`config.mk`:
```
export PLATFORM = sky130hd
export DESIGN_NAME = instr_fetch_unit_flat
export DESIGN_NICKNAME = d
export VERILOG_FILES = /design/src/rtl/instr_fetch_unit_if.sv /design/src/rtl/instr_fetch_unit.sv /design/src/flat_wrapper.sv
export SDC_FILE = /design/constraint.sdc
export NUM_CORES = 1
export LEC_CHECK = 0
export ABC_AREA = 0
export CORE_MARGIN = 10
export CORE_UTILIZATION = 57
export DETAILED_ROUTE_END_ITERATION = 6
export DONT_BUFFER_PORTS = 1
export PLACE_DENSITY_LB_ADDON = 0.25
export SLEW_MARGIN = 5
export SYNTH_ARGS = -nofsm -noshare
export SYNTH_HDL_FRONTEND = slang
export SYNTH_SLANG_ARGS = --single-unit
```
`constraint.sdc`:
```
create_clock -name clk -period 8 [get_ports clk]
set_clock_uncertainty 0.1 [all_clocks]
set_input_delay 1.6 -clock clk [delete_from_list [all_inputs] [get_ports clk]]
set_output_delay 1.6 -clock clk [all_outputs]
set_load 0.005 [all_outputs]
```
`src/rtl/instr_fetch_unit_if.sv`:
```
`default_nettype none
// =============================================================================
// instr_fetch_unit_if : imem req/gnt/rvalid bus plus the IF->ID valid/ready
//                       and redirect signals, bundled for the fetch unit.
// Rev 1.0
// =============================================================================
interface instr_fetch_unit_if;
   logic        imem_req;
   logic [31:0] imem_addr;
   logic        imem_gnt;
   logic        imem_rvalid;
   logic [31:0] imem_rdata;
   logic        if_valid;
   logic [31:0] if_instr;
   logic [31:0] if_pc4;
   logic        id_ready;
   logic        redirect_valid;
   logic [31:0] redirect_pc;

   modport master (
      output imem_req, imem_addr, if_valid, if_instr, if_pc4,
      input  imem_gnt, imem_rvalid, imem_rdata, id_ready, redirect_valid, redirect_pc
   );

   modport slave (
      input  imem_req, imem_addr, if_valid, if_instr, if_pc4,
      output imem_gnt, imem_rvalid, imem_rdata, id_ready, redirect_valid, redirect_pc
   );
endinterface
`default_nettype wire

```
`src/rtl/instr_fetch_unit.sv`:
```
`default_nettype none
// =============================================================================
// instr_fetch_unit : PC, single-outstanding imem fetch and a small fetch buffer
//                    feeding {instr, pc+4} to ID; flushes on redirect.
// Rev 1.0
// =============================================================================
module instr_fetch_unit #(
   parameter logic [31:0] PC_RESET = 32'h0000_0000,
   parameter int          DEPTH    = 2
) (
   input  logic               clk,
   input  logic               rst_n,
   instr_fetch_unit_if.master bus_io
);

   localparam int               PTR_W    = (DEPTH > 1) ? $clog2(DEPTH) : 1;
   localparam int               CNT_W    = $clog2(DEPTH + 1);
   localparam logic [CNT_W-1:0] FULL_CNT = CNT_W'(DEPTH);
   localparam logic [PTR_W-1:0] LAST_PTR = PTR_W'(DEPTH - 1);

   localparam logic [1:0] S_FETCH = 2'd0;
   localparam logic [1:0] S_WAIT  = 2'd1;
   localparam logic [1:0] S_DROP  = 2'd2;

   logic [1:0]       state_q, state_d;
   logic [31:0]      pc_q, pc_d;
   logic [31:0]      req_pc_q, req_pc_d;
   logic [CNT_W-1:0] cnt_q, cnt_d;
   logic [PTR_W-1:0] head_q, head_d;
   logic [PTR_W-1:0] tail_q, tail_d;
   logic [31:0]      fifo_instr_q [DEPTH];
   logic [31:0]      fifo_pc4_q   [DEPTH];

   logic req, valid, issue, push, pop, redirect;

   assign redirect = bus_io.redirect_valid;

   // State register
   always_ff @(posedge clk) begin
      if (!rst_n) state_q <= S_FETCH;
      else        state_q <= state_d;
   end

   // Next-state logic: a request issued under a redirect belongs to the old path
   always_comb begin
      state_d = state_q;
      case (state_q)
         S_FETCH: if (issue)              state_d = redirect ? S_DROP : S_WAIT;
         S_WAIT : if (bus_io.imem_rvalid) state_d = S_FETCH;
                  else if (redirect)      state_d = S_DROP;
         S_DROP : if (bus_io.imem_rvalid) state_d = S_FETCH;
         default:                         state_d = S_FETCH;
      endcase
   end

   // Output logic
   always_comb begin
      req   = rst_n && (state_q == S_FETCH) && (cnt_q < FULL_CNT);
      valid = rst_n && (cnt_q != '0) && !redirect;
      issue = req && bus_io.imem_gnt;
      pop   = valid && bus_io.id_ready;
      push  = rst_n && (state_q == S_WAIT) && bus_io.imem_rvalid && !redirect;
   end

   assign bus_io.imem_req  = req;
   assign bus_io.imem_addr = rst_n ? pc_q : 32'd0;
   assign bus_io.if_valid  = valid;
   assign bus_io.if_instr  = (rst_n && cnt_q != '0) ? fifo_instr_q[head_q] : 32'd0;
   assign bus_io.if_pc4    = (rst_n && cnt_q != '0) ? fifo_pc4_q[head_q]   : 32'd0;

   always_comb begin
      pc_d     = pc_q;
      req_pc_d = req_pc_q;
      cnt_d    = cnt_q;
      head_d   = head_q;
      tail_d   = tail_q;
      if (redirect) begin
         pc_d   = bus_io.redirect_pc & 32'hFFFF_FFFC;
         cnt_d  = '0;
         head_d = '0;
         tail_d = '0;
      end else begin
         if (issue) begin
            req_pc_d = pc_q;
            pc_d     = pc_q + 32'd4;
         end
         if (push) tail_d = (tail_q == LAST_PTR) ? '0 : tail_q + 1'b1;
         if (pop)  head_d = (head_q == LAST_PTR) ? '0 : head_q + 1'b1;
         cnt_d = cnt_q + CNT_W'(push) - CNT_W'(pop);
      end
   end

   always_ff @(posedge clk) begin
      if (!rst_n) begin
         pc_q     <= PC_RESET;
         req_pc_q <= PC_RESET;
         cnt_q    <= '0;
         head_q   <= '0;
         tail_q   <= '0;
      end else begin
         pc_q     <= pc_d;
         req_pc_q <= req_pc_d;
         cnt_q    <= cnt_d;
         head_q   <= head_d;
         tail_q   <= tail_d;
      end
   end

   always_ff @(posedge clk) begin
      if (push) begin
         fifo_instr_q[tail_q] <= bus_io.imem_rdata;
         fifo_pc4_q[tail_q]   <= req_pc_q + 32'd4;
      end
   end

endmodule
`default_nettype wire

```
`src/flat_wrapper.sv`:
```
// flat-port wrapper written by rule: the top's interface ports become plain ports
module instr_fetch_unit_flat 
#(
   parameter logic [31:0] PC_RESET = 32'h0000_0000,
   parameter int          DEPTH    = 2
)
  (clk, rst_n, bus_io_imem_req, bus_io_imem_addr, bus_io_if_valid, bus_io_if_instr, bus_io_if_pc4, bus_io_imem_gnt, bus_io_imem_rvalid, bus_io_imem_rdata, bus_io_id_ready, bus_io_redirect_valid, bus_io_redirect_pc);
  instr_fetch_unit_if bus_io_i ();
  input  logic clk;
  input  logic rst_n;
  output wire logic [$bits(bus_io_i.imem_req)-1:0] bus_io_imem_req;
  output wire logic [$bits(bus_io_i.imem_addr)-1:0] bus_io_imem_addr;
  output wire logic [$bits(bus_io_i.if_valid)-1:0] bus_io_if_valid;
  output wire logic [$bits(bus_io_i.if_instr)-1:0] bus_io_if_instr;
  output wire logic [$bits(bus_io_i.if_pc4)-1:0] bus_io_if_pc4;
  input wire logic [$bits(bus_io_i.imem_gnt)-1:0] bus_io_imem_gnt;
  input wire logic [$bits(bus_io_i.imem_rvalid)-1:0] bus_io_imem_rvalid;
  input wire logic [$bits(bus_io_i.imem_rdata)-1:0] bus_io_imem_rdata;
  input wire logic [$bits(bus_io_i.id_ready)-1:0] bus_io_id_ready;
  input wire logic [$bits(bus_io_i.redirect_valid)-1:0] bus_io_redirect_valid;
  input wire logic [$bits(bus_io_i.redirect_pc)-1:0] bus_io_redirect_pc;
  assign bus_io_imem_req = bus_io_i.imem_req;
  assign bus_io_imem_addr = bus_io_i.imem_addr;
  assign bus_io_if_valid = bus_io_i.if_valid;
  assign bus_io_if_instr = bus_io_i.if_instr;
  assign bus_io_if_pc4 = bus_io_i.if_pc4;
  assign bus_io_i.imem_gnt = bus_io_imem_gnt;
  assign bus_io_i.imem_rvalid = bus_io_imem_rvalid;
  assign bus_io_i.imem_rdata = bus_io_imem_rdata;
  assign bus_io_i.id_ready = bus_io_id_ready;
  assign bus_io_i.redirect_valid = bus_io_redirect_valid;
  assign bus_io_i.redirect_pc = bus_io_redirect_pc;
  instr_fetch_unit #(.PC_RESET(PC_RESET), .DEPTH(DEPTH)) u_core (.clk(clk), .rst_n(rst_n), .bus_io(bus_io_i));
endmodule
```
==> impl_metrics.ini, run 1 <==
[finish]
syn2layout_area_growth_pct = 8.461
diodes = 0
layout_commonest_cell = edfxtp_1
layout_common_cells = edfxtp_1 (124), nand2_1 (94), nor2_1 (79)
fin_nets = 809
utilization_pct = 63.23
final_cells = 932
drive_gt1_share_pct = 5.080
nFillCells = 1170
design_area_um2 = 9190

[sta]
slew_headroom_pct = 24.81
fmaxAchievable_mhz = 247.7
slew_violations = 0
period_share_pct = 50.46
rsz0062_at_grt = false
worst_hold_slack_ps = 385.3
setup_tns_ps = 0
setup_viol = 0
hold_viol = 0
worst_slack_ps = 3963
fin_crit_ps = 4037
tightest_slew_ps = 1127

[clock_tree]
insertion_delay_ps = 420
cts_buffers = 17
cts_resized = 0
root_buffer = clkbuf_16
cts_buffer_depth = 2
path_clk_slew_ps = 60
cts_setup_buffers = 0
cts_sinks = 191
ctsHoldBuffers = 0
htreeDepth = 4
cts_tree = done

[yosys]
ys_async_sr_fraction_pct = 0
netlist_area_um2 = 8473
synthMuxAreaShare_pct = 7.442
synth_fa_ha_area_share_pct = 0.5907
synth_top_family_by_area = simple AND/OR/NAND/NOR gates
yosys.area_share.simple_pct = 16.95
synth-xor-area-share_pct = 5.789
seq_area_frac_synth_pct = 59.78
ys_dominant_reg_cell = edfxtp_1
synth_area_per_cell_um2 = 11.22
netlist-cell-type-count = 40
ys_warn_count = 0
synth_compound_area_share_pct = 6.837
syn_inst = 755
synth-seq-cells = 191
synth_edf_count = 124

[worst_setup_path]
start_kind = primary input
rrSetupSlack_ps = 5020
crit_fanout = 95
critPathKind = in -> out
worst_setup_path_end_kind = primary output
reg2reg_depth = 5
cp.required_ps = 6300
critical_path_arrival_ps = 2340

[power]
powerDensity_nw_per_um2 = 216.5
power.leakage_nw = 3.026
power_mw = 1.990
vdd_drop_max_uv = 134.0

[routing]
vias_per_cell = 5.724
ant_nets = 0
wl_per_cell_um = 18.68
route.detailed.drc = 0
drtIter0Drc = 334
vias = 5335
dr.pass1.iters = 4
wirelength_um = 17410

[floorplan]
die_w_um = 141.9
ios = 168
die_y_um = 141.9
num_rows = 44
core_um2 = 14530
dieArea_um2 = 20140
start_util_pct = 58.30

[job]
max_cap_viol_count = 0

[min_path]
hp-class = reg -> reg
hold_depth = 2

[grt]
antenna_found_initial = 0
grt_pass1_wl_um = 27350
grt_usage_pct = 16.93
grt_pass1_vias = 5180
grt_max_degree = 96
grt_overflow = 0

[place]
gp_congestion = 0.8272
dp_hpwl_um = 12270
place_inst = 900
pre_cts_ws_ps = 3869
io_buffers = 0
placed_area_um2 = 8587

[outcome]
status = complete, no violations
## layer usage
layer | up-vias | GRT usage, % | part of all wire (%)
li1 | 2614 | - | -
met1 | 2481 | 21.05 | 43
met2 | 215 | 25.01 | 44
met3 | 25 | 8.545 | 11
met4 | 0 | 5.810 | 1.9
met5 | - | 0 | 0
## critical path, cell delays in order
cell and delay, ps:
o21ai_4 40, buf_4 470, nor2_1 160
## synthesized netlist by cell type (all sizes together) (2+ instances only)
master | instances | area [um2]
xnor2 | 30 | 262.8
mux2i | 63 | 630.6
nand4 | 18 | 127.6
nor4 | 12 | 75.07
o211a | 6 | 60.06
nand3 | 19 | 95.09
dfxtp | 67 | 1341
xor2 | 26 | 227.7
nor2 | 80 | 300.3
ha | 4 | 50.05
o21ai | 29 | 145.1
nand2b | 5 | 31.28
nand2 | 94 | 352.8
inv | 8 | 30.03
clkbuf | 35 | 131.4
and2 | 38 | 237.7
a21boi | 30 | 225.2
buf | 10 | 52.55
nor3 | 7 | 35.03
and3 | 7 | 43.79
a22o | 2 | 17.52
a21oi | 15 | 75.07
edfxtp | 124 | 3724
a31oi | 4 | 25.02
or3 | 6 | 37.54
and4 | 5 | 43.79
## sequential cells by signal, summed over array words and instances, names as in the netlist, named ones only
name / cells
u_core.fifo_instr_q: 64
u_core.state_q: 2
u_core.cnt_q: 2
u_core.req_pc_q: 30
u_core.head_q: 1
u_core.fifo_pc4_q: 60
u_core.tail_q: 1
u_core.pc_q: 30
## power breakdown
group	switching, mW	total (mW)	internal (mW)
clock	0.336	0.854	0.518
sequential	0.0230	1.08	1.06
combinational	0.0297	0.0530	0.0234
total	0.389	1.99	1.60
## final cells by class
cell class	count	area [um2]	share of cell area, %
Timing Repair Buffer	3	22.52	0.2451
Sequential cell	191	5069	55.15
Clock buffer	19	432.9	4.711
Multi-Input combinational cell	513	3232	35.17
Clock inverter	13	170.2	1.852
Inverter	9	33.78	0.3676
Tap cell	184	230.2	2.505
## final timing paths
path,startpoint,to
min reg2reg,u_core.req_pc_q[14]$_SDFFE_PN0P_,u_core.req_pc_q[14]$_SDFFE_PN0P_
min,u_core.req_pc_q[14]$_SDFFE_PN0P_,u_core.req_pc_q[14]$_SDFFE_PN0P_
max reg2reg,u_core.state_q[1]$_SDFFE_PN0P_,u_core.req_pc_q[22]$_SDFFE_PN0P_
max,rst_n,bus_io_if_pc4[22]
## cell families (layout without fill, tap and decap cells)
family                     after synthesis  in the layout
AOI/OAI and AO/OA                       90             90
xor gates and xnor gates                56             56
adders and majority gates                4              4
buffers and inverters                   54             44
DFF                                    191            191
muxes                                   63             63
other                                    1              4
and+or+nand+nor                        296            296
(Power assumes the default switching activity.)
==> inputs of run 2 (changes only) <==
- clock period: 8 -> 3.35 ns (I/O delays scaled with it)
==> run 2 against run 1 <==
  * Total power up 130%
  * Register-to-register slack got worse by 4300 ps
  * Combinational power increased by 140%
  * Final cell count up 0.64%
  * Critical endpoint is now bus_io_if_pc4[9]
  * Largest cell class unchanged
==> impl_metrics.ini, run 2 (same netlist as run 1, synthesis figures left out) <==
[finish]
utilization_pct = 63.22
layout_common_cells = edfxtp_1 (124), nand2_1 (94), nor2_1 (79)
drive_gt1_share_pct = 6.366
multi_input_area_um2 = 3239
reg.largest.list = u_core.fifo_instr_q (64), u_core.fifo_pc4_q (60)
largest_register = u_core.fifo_instr_q
seqCellArea_um2 = 5069
largest_register_ff_count = 64
nFillCells = 1194
diodes = 0
layout_commonest_cell = edfxtp_1
syn2layout_area_growth_pct = 8.447
final_cells = 938
fin_nets = 815

[grt]
antenna_found_initial = 0
grt_usage_pct = 17.24
grt_pass1_vias = 5304
grt_overflow = 0
grt_pass1_wl_um = 27660
grt_max_degree = 96

[worst_setup_path]
crit_chain = o21ai_4 -> buf_4 -> nor2_1
crit_fanout = 35
cp.required_ps = 2580
cpPeakStageDelay_ps = 640
critical_path_arrival_ps = 2070
start_kind = register
crit_path_top_delay_cell = o21ai_4
critPathKind = reg -> out
worst_setup_path_end_kind = primary output

[sta]
fin_crit_ps = 2843
setup_viol = 0
hold_viol = 0
tightest_slew_ps = 823.6
slew_violations = 0
period_share_pct = 84.87
fmaxAchievable_mhz = 351.7
worst_hold_slack_ps = 240.9
rsz0062_at_grt = false
slew_headroom_pct = 45.09
worst_slack_ps = 507.0

[clock_tree]
cts_setup_buffers = 0
htreeDepth = 4
cts_buffers = 17
ctsHoldBuffers = 0
root_buffer = clkbuf_16
cts_resized = 0
cts_tree = done
cts_sinks = 191
path_clk_slew_ps = 70
cts_buffer_depth = 2
insertion_delay_ps = 420

[power]
vdd_drop_max_uv = 336.4
powerDensity_nw_per_um2 = 489.0
power.leakage_nw = 3.032

[routing]
drtIter0Drc = 320
dr.pass1.iters = 6
vias = 5419
ant_nets = 0
wirelength_um = 17550
vias_per_cell = 5.777
wl_per_cell_um = 18.71
route.detailed.drc = 0

[job]
max_cap_viol_count = 0

[min_path]
hp-class = in -> reg

[floorplan]
core_um2 = 14530
num_rows = 44
die_w_um = 141.9
dieArea_um2 = 20140
ios = 168
die_y_um = 141.9
start_util_pct = 58.30

[place]
io_buffers = 0
place_inst = 906
pre_cts_ws_ps = 578.9
dp_hpwl_um = 12540
gp_congestion = 0.8681

[outcome]
status = complete, no violations
-- run 2: layout make-up --
cell class	instances	share of cell area (%)
tap	184	2.505
inverter	9	0.3676
multi-input combinational	513	35.25
sequential	191	55.16
timing repair buffer	9	1.008
clock buffer	18	4.670
clock inverter	14	1.035
-- run 2: power breakdown --
| group | leakage (nW) | internal, mW | total [mW] | switching [mW] |
|---|---|---|---|---|
| Clock | 0.244 | 0.945 | 1.78 | 0.833 |
| Combinational | 1.03 | 0.0584 | 0.129 | 0.0708 |
| Sequential | 1.76 | 2.53 | 2.59 | 0.0568 |
| Total | 3.03 | 3.53 | 4.49 | 0.960 |
-- run 2: metrics by stage --
stage	total power [mW]	instance area [um2]	TNS, ps
2_1_floorplan	2.742	8517	-6051
3_3_place_gp	2.760	8665	0
3_5_place_dp	2.766	8665	0
4_1_cts	4.532	9189	0
5_1_grt	4.673	9189	0
6_report	4.493	9189	0
-- run 2: final timing paths --
| kind | depth (start not counted) | slack [ps] | startpoint | end |
|---|---|---|---|---|
| min | 0 | 240 | bus_io_imem_rdata[17] | u_core.fifo_instr_q[1][17]$_DFFE_PP_ |
| max reg2reg | 5 | 770 | u_core.state_q[1]$_SDFFE_PN0P_ | u_core.pc_q[30]$_SDFFE_PN0P_ |
| max | 3 | 510 | u_core.cnt_q[1]$_SDFF_PP0_ | bus_io_if_pc4[9] |
| min reg2reg | 2 | 400 | u_core.req_pc_q[9]$_SDFFE_PN0P_ | u_core.req_pc_q[9]$_SDFFE_PN0P_ |
-- run 2: critical path, delay by kind of cell, from the launching register on --
family | cells | cell delay, ps
compound gates | 1 | 640
buf+inv | 1 | 460
flops | 1 | 380
simple gates | 1 | 150
-- run 2: metal layers --
metal | vias to the layer above | global-route usage [%] | routed length (um)
li1 | 2631 | - | -
met1 | 2563 | 21.43 | 7537
met2 | 195 | 25.52 | 7811
met3 | 30 | 7.944 | 1796
met4 | 0 | 7.047 | 403
met5 | - | 0 | 0
